==> src/rtl/dec_2to4_pulse_if.sv <==
// dec_2to4_pulse_if: ready/valid request channel carrying the encoder's {q, v} code
interface dec_2to4_pulse_if;
   logic       in_valid;
   logic       in_ready;
   logic [1:0] q;
   logic       v;
   modport master (output in_valid, q, v, input in_ready);
   modport slave (input in_valid, q, v, output in_ready);
endinterface

==> src/rtl/dec_2to4_pulse.sv <==
// dec_2to4_pulse: sequenced 2-to-4 decoder, drives one line for HOLD cycles then idles GAP cycles
module dec_2to4_pulse #(
   parameter int HOLD = 4,
   parameter int GAP = 1
) (
   input  logic             clk,
   input  logic             rst_n,
   dec_2to4_pulse_if.slave  s,
   output logic [3:0]       d,
   output logic             active,
   output logic             done
);
   typedef enum logic [1:0] {st_idle, st_drive, st_gap} state_t;
   localparam logic [7:0] hold_ld = 8'(HOLD - 1);
   localparam logic [7:0] gap_ld = GAP > 0 ? 8'(GAP - 1) : 8'd0;
   state_t     state, state_n;
   logic [7:0] cnt, cnt_n;
   logic [3:0] d_n;
   logic       done_n, rdy, rdy_n, xfer, last, take;
   assign xfer = s.in_valid && rdy;
   assign take = state == st_idle && xfer && s.v;
   assign last = cnt == 8'd0;
   assign s.in_ready = rdy;
   assign active = |d;
   // ready is registered so it stays low until the first edge after reset release
   always_ff @(posedge clk or negedge rst_n)
      if (!rst_n) begin
         state <= st_idle;
         cnt   <= 8'd0;
         d     <= 4'b0000;
         done  <= 1'b0;
         rdy   <= 1'b0;
      end else begin
         state <= state_n;
         cnt   <= cnt_n;
         d     <= d_n;
         done  <= done_n;
         rdy   <= rdy_n;
      end
   always_comb begin
      state_n = state;
      cnt_n   = last ? 8'd0 : cnt - 8'd1;
      if (take) begin
         state_n = st_drive;
         cnt_n   = hold_ld;
      end else if (state == st_drive && last) begin
         state_n = GAP > 0 ? st_gap : st_idle;
         cnt_n   = gap_ld;
      end else if (state == st_gap && last)
         state_n = st_idle;
   end
   always_comb begin
      d_n    = take ? 4'b0001 << s.q : (state == st_drive && !last) ? d : 4'b0000;
      done_n = state == st_drive && last;
      rdy_n  = state_n == st_idle;
   end
endmodule

==> src/flat_wrapper.sv <==
// flat-port wrapper written by rule: the top's interface ports become plain ports
module dec_2to4_pulse_flat 
#(
   parameter int HOLD = 4,
   parameter int GAP = 1
)
  (clk, rst_n, d, active, done, s_in_valid, s_q, s_v, s_in_ready);
  dec_2to4_pulse_if s_i ();
  input  logic clk;
  input  logic rst_n;
  output logic [3:0] d;
  output logic active;
  output logic done;
  input wire logic [$bits(s_i.in_valid)-1:0] s_in_valid;
  input wire logic [$bits(s_i.q)-1:0] s_q;
  input wire logic [$bits(s_i.v)-1:0] s_v;
  output wire logic [$bits(s_i.in_ready)-1:0] s_in_ready;
  assign s_i.in_valid = s_in_valid;
  assign s_i.q = s_q;
  assign s_i.v = s_v;
  assign s_in_ready = s_i.in_ready;
  dec_2to4_pulse #(.HOLD(HOLD), .GAP(GAP)) u_core (.clk(clk), .rst_n(rst_n), .s(s_i), .d(d), .active(active), .done(done));
endmodule
==> config.mk <==
export PLATFORM = sky130hd
export DESIGN_NAME = dec_2to4_pulse_flat
export DESIGN_NICKNAME = d
export VERILOG_FILES = /design/src/rtl/dec_2to4_pulse_if.sv /design/src/rtl/dec_2to4_pulse.sv /design/src/flat_wrapper.sv
export SDC_FILE = /design/constraint.sdc
export NUM_CORES = 1
export LEC_CHECK = 0
export CAP_MARGIN = 20
export CORE_MARGIN = 1
export CORE_UTILIZATION = 35
export DETAILED_ROUTE_END_ITERATION = 7
export GPL_ROUTABILITY_DRIVEN = 0
export HOLD_SLACK_MARGIN = 0.1
export REMOVE_ABC_BUFFERS = 1
export SLEW_MARGIN = 10
export SYNTH_ARGS = -nofsm -noshare
export SYNTH_HDL_FRONTEND = slang
export SYNTH_SLANG_ARGS = --single-unit
export TNS_END_PERCENT = 1
==> constraint.sdc <==
create_clock -name clk -period 1.91 [get_ports clk]
set_input_delay 0.2865 -clock clk [delete_from_list [all_inputs] [get_ports clk]]
set_output_delay 0.2865 -clock clk [all_outputs]
set_load 0.005 [all_outputs]
==> run metrics <==
outcome=complete, but fails checks; failing checks=design-rule violations; worst vdd ir=0.363 mV; switching portion of total power=20.5%; share of cells above drive strength 1=10.8%; prevailing post-synth register cell=dfrtp_1; Mapped Avg Cell Area=about 11 um^2; Reg power frac=57.8%; crit path from=u_core.cnt[0]; RR Startpoint=u_core.cnt[0]; worst setup path end=u_core.state[1]; WS Path Type=register to register; Nets=approximately 90; Post-Place Cells=106; NetSw=0.120 mW; Clk pwr share=38.6%; GRT Overall Usage=15.2%; Layout area overhead=27.4%; Filler Cell Count=203; DRC Markers=1; internal power=0.465 mW; CTS tree=yes; critical path required time=2.10 ns; largest net degree at the start of global routing=17; Root Buffer=clkbuf_4; vias in the first global route=503; die area=2270 um^2; worst hold margin=approximately 0.31 ns; CP Max Fanout=5; # diodes=0; combinational share of power=3.6%; die width=47.7 um; I/O Pins=13; leakage=0.379 nW; # hold bufs at CTS=0; Post-Syn Area=731 um^2; R2R setup slack=between 0.15 and 0.2 ns; DP HPWL=1060 um; dominant cells by area after synthesis=dfrtp_1 55%, a32o_1 5.5%, or4_1 5.1%; DR vias=600; fin util=47.4%; clock buffer count from CTS=3; post-CTS resize count=1; post-placement cell area=896 um^2; skew final=0.00415 ns; Avg WL per Cell=~13 um; clock latency on the worst-skew pair=0.29 ns; die height=47.7 um; Syn Inst Count=66; DP Worst Slack=approximately 0.15 ns; Final Max Tran Viols=0; Rel. slew slack=between 60% and 70%; Synth top area share=54.8%; Max Fclk=about 0.57 GHz; final setup fails=0; slew of the pin with the lowest slew margin=about 0.51 ns; register area=400 um^2; Seq/Total Area, Yosys=between 50% and 60%; Synth area leader=dfrtp_1; Final ANT Viol Nets=0; Syn. warnings=0; wirelength, routed=1400 um; reg2reg end=u_core.state[1]; first-pass GRT wire length=2260 um; total power=about 0.59 mW; Finished Layout Cells=110; Yosys cell types=24; Clock transition at path regs=0.09 ns; depth of the worst register-to-register path=5; Overflow after GRT=0; final hold vios=0; CP peak stage delay=~0.48 ns; Startpoint Class=register; Rows=16; initial antenna violation count=0; Max Cap Viol=0; multi-input logic area=308 um^2; worst setup margin=0.154 ns; Hold Crit Class=input pin to asynchronous set/reset pin; postcts setup bufs=0; slowest cell on the critical path=or3b_2; Seq cells post-synth=16; crit path cell chain=inv_1, ha_1, or3b_2, nor2_1, mux2_2; period utilization=~92%; # port buffers=12; Setup crit end kind=register; DR iter-0 viols=9; unrepaired setup endpoints after global routing=false; final instance area=931 um^2; post-DR vias/cell=5.45; drt first pass iters=6; Sink Count=16; crit path time final=1.76 ns; Post-synth EDFFs=0; core area=1960 um^2; Starting Density=between 30% and 40%; Max Root-Sink Buffers=2; ys async rst share=100%; cell area power density=629 nW/um^2; setup_tns=0 ns; H-tree level count=1; Worst EP arrival=1.94 ns
-- flip-flops by register name (all words and copies together) (netlist names) --
register	cells
u_core.done	1
u_core.s.in_ready	1
u_core.d	4
u_core.state	2
u_core.cnt	8
-- cells in the mapped netlist (2+ instances only) --
cell / n
dfrtp_1: 16
a21oi_1: 5
inv_1: 5
o21ai_0: 5
or4_1: 5
a32o_1: 4
nor2_1: 3
o31ai_1: 3
a211oi_1: 2
ha_1: 2
nand2_1: 2
nor3_1: 2
-- layout make-up --
class / instances / area share, %
flip-flops and latches: 16 / 43.0
multi-input cells: 44 / 33.1
repair buffers: 14 / 14.4
clock buffers: 4 / 3.90
well taps: 27 / 3.63
inverters: 5 / 2.02
-- placed cells by master (no fill, tap or decap), types with 3 or more instances in the layout --
| cell | Yosys | final |
|---|---|---|
| o21ai_0 | 5 | 5 |
| o31ai_1 | 3 | 3 |
| dfrtp_1 | 16 | 16 |
| or4_1 | 5 | 5 |
| a21oi_1 | 5 | 5 |
| clkbuf_4 | 0 | 3 |
| nor2_1 | 3 | 3 |
| inv_1 | 5 | 5 |
| a32o_1 | 4 | 4 |
| clkdlybuf4s50_1 | 0 | 11 |
-- layer usage --
metal  track usage (%)  vias to the layer above  wire (um)
li1                  -                      290          -
met1              20.4                      294        662
met2              22.7                       11        658
met3              2.26                        5         40
met4              10.0                        0         42
met5                 0                        -          0
-- worst max-delay path, delay by kind of cell (launching register included) --
kind | cells | cell delay, ns
adders and majority gates | 1 | 0.17
buffers and inverters | 1 | 0.09
and+or+nand+nor | 2 | 0.63
muxes | 1 | 0.34
DFF | 1 | 0.42
-- power by group through the flow --
stage / sequential (mW) / combinational (mW) / clock (mW)
5_1_grt: 0.339 / 0.0240 / 0.244
6_report: 0.338 / 0.0208 / 0.226
2_1_floorplan: 0.345 / 0.00135 / 0
4_1_cts: 0.338 / 0.0216 / 0.231
3_3_place_gp: 0.345 / 0.0216 / 0
3_5_place_dp: 0.345 / 0.0217 / 0
-- kinds of logic after synthesis --
kind of cell    after synthesis  share of synthesized area (%)
buf+inv                       6                           3.08
mux                           1                           1.54
compound gates               20                           18.5
simple gates                 20                           17.5
flops                        16                           54.8
xor+xnor                      1                           1.20
fa+ha+maj                     2                           3.42
-- worst min path at each step --
stage / start / endpoint / cells past startpoint
after floorplan: rst_n / u_core.cnt[0] / 0
after global placement: u_core.d[3] / u_core.d[3] / 1
after detailed placement: u_core.state[0] / u_core.s.in_ready / 1
after CTS: rst_n / u_core.d[1] / 2
after global routing: rst_n / u_core.d[1] / 2
final: rst_n / u_core.d[1] / 2
(Power assumes the default switching activity.)
==> variant, RTL diff (same settings) <==
Reset style: synchronous (`rst_n`), changed in one clocked block.
--- a/src/rtl/dec_2to4_pulse.sv
+++ b/src/rtl/dec_2to4_pulse.sv
@@ -24,5 +24,5 @@
    assign active = |d;
    // ready is registered so it stays low until the first edge after reset release
-   always_ff @(posedge clk or negedge rst_n)
+   always_ff @(posedge clk)
       if (!rst_n) begin
          state <= st_idle;
Function: differs if rst_n is asserted again (counterexample within 4 cycles, from zero or initial values and one cycle with rst_n low); with rst_n held inactive, the same outputs for 10 cycles.
==> variant against the original RTL <==
Via count down 3.7%. Sequential cell count unchanged. Fmax up 2.6%. Wire length down 5.5%. Setup slack better by 0.044 ns. Count of clock-buffer cells in the layout unchanged. Hold slack better by 0.19 ns. Core utilization up 3.1 points. Final area down 4.2%. Synthesized area down 7.0%.
Power is not compared: it rests on default switching activity, and its combinational part moved more than twofold at a synthesized area within 25%.
==> variant: results (changes against the original RTL) <==
GRT
  – Global-route wire length before repair: 2280 µm (+0.62%)
  – GR Util All Layers: 15.3% (+0.080 points)
  – Vias in the first global route: 520 (+3.4%)
  – Largest net degree at the start of global routing: 10 (-7)

Synth
  – Compound-Gate Fraction of Synth Area: 21.7% (+3.2 points)
  – XOR/XNOR share of the synthesized area: 3.87% (+2.7 points)
  – Post-Synth Adder-Cell Area: 3.68% (+0.26 points)
  – Ys async rst share: 0% (-100 points)
  – Mux cell area share after synthesis: 0% (-1.5 points)
  – Syn Area/Cell: 10.1 µm² (-8.4%)
  – Post-synth cell types: 27 (+13%)
  – Top cells by count, synth: dfxtp_1, nor3_1, a21oi_1, inv_1
  – Area contributors post-synth: dfxtp_1, ha_1, nor3_1, o21a_1, or4_1
  – Sequential share of the synthesized area: 47.1% (-7.6 points)

Placed design
  – DP Area: 853 µm² (-4.7%)
  – Place WS: 0.216 ns (+0.0704 ns)
  – Placed cell count: 107 (+0.94%)

Setup path
  – Worst Setup SP: u_core.cnt[0]
  – Worst Setup EP: u_core.cnt[6]
  – CP arrival: 1.92 ns (-0.02 ns)
  – CP Max Fanout: 3 (-2)
  – R2R Setup Slk: 0.20 ns (+0.04 ns)
  – Crit path largest cell delay: 0.41 ns (-0.07 ns)

Outcome
  – Status: complete, no violations

Final layout
  – Area Growth Syn to Fin: 31.3%
  – Layout cells sized above 1: 12.8% (+1.9 points)

Min path
  – Hold Crit Class: reg -> reg

Routing
  – Drt first pass iters: 3 (-3)
  – DRT iter0 DRCs: 5 (-4)
  – Post-DR vias/cell: 5.21 (-4.5%)
  – Vias post-DR: 578 (-3.7%)
  – Drt total wl: 1330 µm (-5.5%)

STA
  – Clk_skew: 0.00479 ns (+0.000638 ns)
  – Post-route clock period utilization: 89.7% (-2.3 points)

Power
  – Leakage: 0.356 nW
-- variant: cell types whose count changed after synthesis, moves of 3 or more --
cell	unedited run	this run
nor3_1	2	5
o21a_1	0	3
dfxtp_1	0	16
dfrtp_1	16	0
o21ai_0	5	2
-- variant: area by class of cell --
type | instances | share of cell area [%]
clock buffers | 4 | 4.07
inverters | 4 | 1.68
multi-input cells | 47 | 38.6
flip-flops and latches | 16 | 35.9
well taps | 25 | 3.51
repair buffers | 15 | 16.3
-- variant: worst reg2reg max path, stage by stage, from the launching register on --
cell	delay, ns
dfxtp_1	0.33
inv_1	0.08
ha_1	0.17
or3b_1	0.41
or4_1	0.41
a211oi_1	0.23
-- variant: logic make-up (layout without fill, tap and decap cells) --
group	after synthesis	count (layout)
adder cells (fa/ha/maj)	2	2
buffers and inverters	4	23
flip-flops	16	16
XOR/XNOR	3	3
AO/OA/AOI/OAI	20	20
AND/OR/NAND/NOR	22	22
-- variant: repair_timing --
| action | 4_1_cts | 5_1_grt |
|---|---|---|
| endpoints found under the setup margin | 0 | 1 |
| resized for setup | 0 | 1 |
| buffers inserted | 0 | 0 |
-- variant: routing by layer --
metal  vias up  track usage (%)  routed length [µm]
met1       271             19.7                 687
met2         9             22.3                 561
li1        296                -                   -
met3         2             5.88                  55
met5         -                0                   0
met4         0             7.06                  22
-- variant: report_power, final --
group          switching (mW)  leakage (nW)  internal [mW]
clock network           0.106        0.0210          0.116
logic                   0.308         0.204          0.314
registers              0.0973         0.131          0.422
-- variant: worst min-delay path by stage --
stage	slack [ns]	end	depth (start not counted)	startpoint
2_1_floorplan	0.40	u_core.state[0]	1	rst_n
3_3_place_gp	0.47	u_core.d[2]	1	u_core.d[2]
3_5_place_dp	0.48	u_core.d[2]	1	u_core.d[2]
4_1_cts	0.50	u_core.d[2]	1	u_core.d[2]
5_1_grt	0.52	u_core.d[2]	1	u_core.d[2]
6_report	0.50	u_core.d[2]	1	u_core.d[2]
